**src/rtl/inst_queue_if.sv**
```systemverilog
// Fetch-to-decode handshake bundle for inst_queue: two fetch slots in, two packed
// decode words out. master = IF/ID side, slave = the queue.
interface inst_queue_if;
   logic [1:0]   in_valid;
   logic         in_ready;
   logic [31:0]  in_inst0, in_inst1;
   logic [31:0]  in_pc0, in_pc1;
   logic [31:0]  in_pc_next0, in_pc_next1;
   logic [6:0]   in_exception0, in_exception1;
   logic [31:0]  in_badv0, in_badv1;
   logic         in_unknown0, in_unknown1;
   logic [136:0] out_word0, out_word1;
   logic [1:0]   out_ack;

   modport master (
      output in_valid, in_inst0, in_inst1, in_pc0, in_pc1, in_pc_next0, in_pc_next1,
             in_exception0, in_exception1, in_badv0, in_badv1, in_unknown0, in_unknown1,
             out_ack,
      input  in_ready, out_word0, out_word1
   );

   modport slave (
      input  in_valid, in_inst0, in_inst1, in_pc0, in_pc1, in_pc_next0, in_pc_next1,
             in_exception0, in_exception1, in_badv0, in_badv1, in_unknown0, in_unknown1,
             out_ack,
      output in_ready, out_word0, out_word1
   );
endinterface

```
**src/rtl/inst_queue.sv**
```systemverilog
// Dual-issue fetch-to-decode instruction queue (circular buffer, two in / two out).
// Optional same-cycle bypass on an empty queue: define INST_QUEUE_BYPASS_EN.
module inst_queue #(
   parameter int DEPTH = 8,
   parameter int PTR_W = $clog2(DEPTH)
) (
   input logic        clk,
   input logic        rst,
   input logic        flush,
   inst_queue_if.slave q
);
   localparam int ENT_W = 136;

   logic [ENT_W-1:0] mem [DEPTH];
   logic [PTR_W-1:0] head, tail;
   logic [PTR_W:0]   count;
   logic [ENT_W-1:0] slot0, slot1, wr0;
   logic [1:0]       push_n, ack_n, pop_n, bp_n, store_n;

   function automatic logic [ENT_W-1:0] pack_entry(
      input logic        unknown,
      input logic [31:0] badv,
      input logic [6:0]  exc,
      input logic [31:0] pc_next,
      input logic [31:0] pc,
      input logic [31:0] inst
   );
      return {unknown, badv, exc, pc_next, pc, inst};
   endfunction

   assign slot0 = pack_entry(q.in_unknown0, q.in_badv0, q.in_exception0,
                             q.in_pc_next0, q.in_pc0, q.in_inst0);
   assign slot1 = pack_entry(q.in_unknown1, q.in_badv1, q.in_exception1,
                             q.in_pc_next1, q.in_pc1, q.in_inst1);

   // Ready looks only at registered occupancy so IF never sees a path from decode acks.
   assign q.in_ready = (count <= (PTR_W+1)'(DEPTH-2));

   always_comb begin
      push_n = 2'd0;
      if (q.in_ready && !flush && q.in_valid[0])
         push_n = (q.in_valid[1] && (q.in_exception0 == 7'd0)) ? 2'd2 : 2'd1;
      ack_n = q.out_ack[0] ? (q.out_ack[1] ? 2'd2 : 2'd1) : 2'd0;
      if ((PTR_W+1)'(ack_n) > count)
         pop_n = count[1:0];
      else
         pop_n = ack_n;
   end

`ifdef INST_QUEUE_BYPASS_EN
   // Entries consumed straight off the fetch bus while empty never touch storage.
   always_comb begin
      bp_n = 2'd0;
      if (count == 0)
         bp_n = (ack_n < push_n) ? ack_n : push_n;
   end
   assign wr0 = (bp_n == 2'd0) ? slot0 : slot1;
`else
   assign bp_n = 2'd0;
   assign wr0  = slot0;
`endif

   assign store_n = push_n - bp_n;

   always_comb begin
      q.out_word0 = '0;
      q.out_word1 = '0;
      if (count != 0)
         q.out_word0 = {1'b1, mem[head]};
      if (count > 1)
         q.out_word1 = {1'b1, mem[head + PTR_W'(1)]};
`ifdef INST_QUEUE_BYPASS_EN
      if (count == 0 && push_n != 2'd0)
         q.out_word0 = {1'b1, slot0};
      if (count == 0 && push_n == 2'd2)
         q.out_word1 = {1'b1, slot1};
`endif
   end

   // Entry storage is left unreset; occupancy masks stale contents.
   always_ff @(posedge clk) begin
      if (store_n != 2'd0)
         mem[tail] <= wr0;
      if (store_n == 2'd2)
         mem[tail + PTR_W'(1)] <= slot1;
   end

   always_ff @(posedge clk or posedge rst) begin
      if (rst) begin
         head  <= '0;
         tail  <= '0;
         count <= '0;
      end else if (flush) begin
         head  <= '0;
         tail  <= '0;
         count <= '0;
      end else begin
         head  <= head + PTR_W'(pop_n);
         tail  <= tail + PTR_W'(store_n);
         count <= count + (PTR_W+1)'(store_n) - (PTR_W+1)'(pop_n);
      end
   end
endmodule

```
**src/flat_wrapper.sv**
```systemverilog
// flat-port wrapper written by rule: the top's interface ports become plain ports
module inst_queue_flat 
#(
   parameter int DEPTH = 8,
   parameter int PTR_W = $clog2(DEPTH)
)
  (clk, rst, flush, q_in_valid, q_in_inst0, q_in_inst1, q_in_pc0, q_in_pc1, q_in_pc_next0, q_in_pc_next1, q_in_exception0, q_in_exception1, q_in_badv0, q_in_badv1, q_in_unknown0, q_in_unknown1, q_out_ack, q_in_ready, q_out_word0, q_out_word1);
  inst_queue_if q_i ();
  input logic clk;
  input logic rst;
  input logic flush;
  input wire logic [$bits(q_i.in_valid)-1:0] q_in_valid;
  input wire logic [$bits(q_i.in_inst0)-1:0] q_in_inst0;
  input wire logic [$bits(q_i.in_inst1)-1:0] q_in_inst1;
  input wire logic [$bits(q_i.in_pc0)-1:0] q_in_pc0;
  input wire logic [$bits(q_i.in_pc1)-1:0] q_in_pc1;
  input wire logic [$bits(q_i.in_pc_next0)-1:0] q_in_pc_next0;
  input wire logic [$bits(q_i.in_pc_next1)-1:0] q_in_pc_next1;
  input wire logic [$bits(q_i.in_exception0)-1:0] q_in_exception0;
  input wire logic [$bits(q_i.in_exception1)-1:0] q_in_exception1;
  input wire logic [$bits(q_i.in_badv0)-1:0] q_in_badv0;
  input wire logic [$bits(q_i.in_badv1)-1:0] q_in_badv1;
  input wire logic [$bits(q_i.in_unknown0)-1:0] q_in_unknown0;
  input wire logic [$bits(q_i.in_unknown1)-1:0] q_in_unknown1;
  input wire logic [$bits(q_i.out_ack)-1:0] q_out_ack;
  output wire logic [$bits(q_i.in_ready)-1:0] q_in_ready;
  output wire logic [$bits(q_i.out_word0)-1:0] q_out_word0;
  output wire logic [$bits(q_i.out_word1)-1:0] q_out_word1;
  assign q_i.in_valid = q_in_valid;
  assign q_i.in_inst0 = q_in_inst0;
  assign q_i.in_inst1 = q_in_inst1;
  assign q_i.in_pc0 = q_in_pc0;
  assign q_i.in_pc1 = q_in_pc1;
  assign q_i.in_pc_next0 = q_in_pc_next0;
  assign q_i.in_pc_next1 = q_in_pc_next1;
  assign q_i.in_exception0 = q_in_exception0;
  assign q_i.in_exception1 = q_in_exception1;
  assign q_i.in_badv0 = q_in_badv0;
  assign q_i.in_badv1 = q_in_badv1;
  assign q_i.in_unknown0 = q_in_unknown0;
  assign q_i.in_unknown1 = q_in_unknown1;
  assign q_i.out_ack = q_out_ack;
  assign q_in_ready = q_i.in_ready;
  assign q_out_word0 = q_i.out_word0;
  assign q_out_word1 = q_i.out_word1;
  inst_queue #(.DEPTH(DEPTH), .PTR_W(PTR_W)) u_core (.clk(clk), .rst(rst), .flush(flush), .q(q_i));
endmodule
```
**config.mk**
```make
export PLATFORM = sky130hd
export DESIGN_NAME = inst_queue_flat
export DESIGN_NICKNAME = d
export VERILOG_FILES = /design/src/rtl/inst_queue_if.sv /design/src/rtl/inst_queue.sv /design/src/flat_wrapper.sv
export SDC_FILE = /design/constraint.sdc
export NUM_CORES = 2
export LEC_CHECK = 0
export CAP_MARGIN = 20
export CORE_ASPECT_RATIO = 0.7
export CORE_MARGIN = 4
export CORE_UTILIZATION = 27
export DETAILED_ROUTE_END_ITERATION = 7
export PLACE_DENSITY = 0.47
export SLEW_MARGIN = 25
export SYNTH_ARGS = -nofsm -noshare
export SYNTH_HDL_FRONTEND = slang
export SYNTH_SLANG_ARGS = --single-unit
export TNS_END_PERCENT = 30
```
**constraint.sdc**
```tcl
create_clock -name clk -period 21.8 [get_ports clk]
set_input_delay 6.54 -clock clk [delete_from_list [all_inputs] [get_ports clk]]
set_output_delay 6.54 -clock clk [all_outputs]
set_load 0.1 [all_outputs]
```
==> results.yml <==
global_route:
  grt_pass1_vias: 41143
  grt_overflow: 0
  grt_max_degree: 124
  use_met3_pct: 3.47
  grtUsageTotal_pct: 18.4
  gr-usage-met2_pct: 29.3
  grtUsageMet1_pct: 25.8
  grt_first_pass_wirelength_mm: 326
  top_usage_layer: "met2"
  antenna_found_initial: 36
finish:
  layout.nets: 4619
  layout_commonest_cell: "edfxtp_1"
  final_cell_count_no_fill: 7609
  syn_to_final_growth_pct: 20.3
  layout-drive-gt1-share_pct: 39.7
  final_cell_mix: "1,088 x edfxtp_1, 756 x mux2_2, 544 x mux4_2"
  final_util_pct: 32.7
floorplanning:
  num_io_pins: 554
  rows: 149
  core_um2: 236000
  start_util_pct: 27.2
  die_w_um: 590
  die_y_um: 416
  die_area_um2: 245000
clocking:
  cts_tree: "yes"
  cts.path.max_buffers: 4
  clk_latency_ps: 780
  path_clk_slew_ps: 60
  ctsResizeCount: 0
  cts_setup_buffers: 0
  clkSinkCount: 1098
  holdBufCountCts: 0
  clockRootBuffer: "clkbuf_16"
  h-tree-depth: 4
  cts_buffers: 140
route:
  drt_first_iter_violations: 3466
  firstDrtPassIters: 6
  vias_per_cell: 5.22
  dr_total_vias: 39685
  postRouteAntennaNets: 0
  avgRoutedWirePerCell_um: 30.4
  drc: 0
  wl_mm: 232
logic_synthesis:
  avgSynthCellArea_um2: 16.6
  ys_types: 41
  synth-seq-area-share_pct: 51.4
  synth_fp_nets: 4153
  synth_cells: 3857
  ys_ff_latch: 1098
  syn_area_um2: 64100
  synth_warnings: 0
timing:
  fmax_mhz: 79.3
  tightest_slew_ps: 1130
  relSlewSlack_pct: 24.6
  finalCritPeriodShare_pct: 57.8
  fin_hold_ws_ps: 785
  clock_skew_ps: 33.7
  setup_viol: 0
  rsz0062_at_grt: "false"
  slew_viol_final: 0
  fin_setup_tns_ps: 0
  fin_crit_ps: 12610
  hold_viol: 0
setup_path:
  critPathKind: "reg2out"
  max_stage_delay_ps: 1210
  crit_family: "buffers and inverters"
  crit_chain: "buf_4, buf_4, buf_4, mux4_2, nand2_1, a21oi_1, clkdlybuf4s50_1"
  end_kind: "output pin"
  worstPathArrival_ps: 6070
  worst-path-buf-inv: 4
  crit_required_ps: 15260
  cp_slowest_cell: "clkdlybuf4s50_1"
  crit_top_cell: "buf_4"
  critPathMaxFanout: 56
  crit_path_start_kind: "flip-flop"
outcome:
  status: "complete, no violations"
place:
  place.gp.congestion: 0.745
  io_buffers: 553
  place_inst: 7351
  dp_hpwl_mm: 133
pwr:
  power_density_nw_per_um2: 149
  max-vdd-ir-drop_mv: 0.169
  power_leakage_uw: 0.0244
job:
  cap_violations: 0
worst_hold_path:
  hold_path.class: "reg2reg"
-- state kept, by name, indices dropped and copies added, names as in the netlist --
| signal | count |
|---|---|
| u_core.mem | 1088 |
| u_core.count | 4 |
| u_core.head | 3 |
| u_core.tail | 3 |
-- cells by family (layout without fill, tap and decap cells) --
family / count (synthesis) / in the layout / synth area share [%]
buf+inv: 334 / 896 / 3.13
xor+xnor: 8 / 8 / 0.109
compound gates: 209 / 209 / 1.92
fa+ha+maj: 17 / 17 / 0.379
flops: 1098 / 1098 / 51.4
simple gates: 478 / 478 / 3.00
mux: 1713 / 1713 / 40.1
other cells: 0 / 19 / 0
-- metal layers --
| layer | vias up | routed length [um] |
|---|---|---|
| met5 | - | 139 |
| met4 | 22 | 5170 |
| met3 | 274 | 13600 |
| met2 | 1251 | 108000 |
| met1 | 21455 | 104000 |
| li1 | 16683 | - |
-- layout make-up --
class                      instances  area (um2)
fill                           22804      159000
clock inverter                    72         732
clock buffer                     166        3710
tap                             3171        3970
timing repair buffer             645        6300
antenna                           19        47.5
inverter                          13        48.8
multi-input combinational       2425       29300
sequential                      1098       32900
-- cell usage after synthesis --
| cell | number | area, um2 |
|---|---|---|
| a21bo_1 | 1 | 10.0 |
| a21o_1 | 1 | 7.51 |
| a21oi_1 | 143 | 716 |
| a22oi_1 | 2 | 15.0 |
| a31o_2 | 14 | 123 |
| a32oi_1 | 3 | 26.3 |
| and2_1 | 4 | 25.0 |
| and3_1 | 6 | 37.5 |
| buf_1 | 48 | 180 |
| buf_2 | 41 | 205 |
| buf_4 | 12 | 90.1 |
| buf_6 | 87 | 980 |
| clkbuf_1 | 133 | 499 |
| dfrtp_1 | 10 | 250 |
| edfxtp_1 | 1088 | 32700 |
| fa_1 | 4 | 80.1 |
| ha_1 | 13 | 163 |
| inv_1 | 13 | 48.8 |
| mux2_1 | 166 | 1870 |
| mux2_2 | 756 | 8510 |
| mux2_4 | 110 | 1650 |
| mux2i_1 | 137 | 1370 |
| mux4_2 | 544 | 12300 |
| nand2_1 | 286 | 1070 |
| nand2b_1 | 1 | 6.26 |
| nand3_1 | 14 | 70.1 |
| nand4_1 | 2 | 12.5 |
| nor2_1 | 149 | 559 |
| nor2b_1 | 7 | 43.8 |
| nor3_1 | 3 | 15.0 |
| nor3_4 | 2 | 32.5 |
| nor4_1 | 1 | 6.26 |
| nor4b_4 | 1 | 23.8 |
| o211ai_1 | 1 | 7.51 |
| o21a_1 | 1 | 7.51 |
| o21ai_0 | 1 | 5.00 |
| o21bai_1 | 42 | 315 |
| or3_1 | 1 | 6.26 |
| or4_4 | 1 | 11.3 |
| xnor2_1 | 5 | 43.8 |
| xor2_1 | 3 | 26.3 |
-- power breakdown --
group,internal [uW],switching [uW],leakage (uW)
Combinational,1870,4860,0.0123
Sequential,2380,63.5,0.00994
Clock,1380,953,0.00214
-- worst paths after layout --
path / start / end / slack, ps / cells after the start
max: u_core.head[0]$_DFF_PP0_ / q_out_word1[77] / 9190 / 7
min: u_core.tail[2]$_DFF_PP0_ / u_core.tail[2]$_DFF_PP0_ / 790 / 2
max reg2reg: u_core.tail[0]$_DFF_PP0_ / u_core.mem[5][49]$_DFFE_PP_ / 17000 / 8
min reg2reg: u_core.tail[2]$_DFF_PP0_ / u_core.tail[2]$_DFF_PP0_ / 790 / 2
max in group asynchronous: rst / u_core.head[2]$_DFF_PP0_ / 15240 / 2
min in group asynchronous: rst / u_core.tail[1]$_DFF_PP0_ / 6220 / 2
-- worst min-delay path, stage by stage (launching register included) --
cell	delay, ps
dfrtp_1	560
xor2_1	110
nor2_1	70
-- metrics by stage --
stage / worst slack (ps) / cell area (um2) / total power, uW
CTS: 8670 / 77000 / 11700
detailed placement: 9540 / 72500 / 9290
finish: 9190 / 77100 / 11500
floorplan: 7060 / 64100 / 7480
global placement: 9580 / 72600 / 9300
global route: 8730 / 77000 / 11900
(Power assumes the default switching activity.)
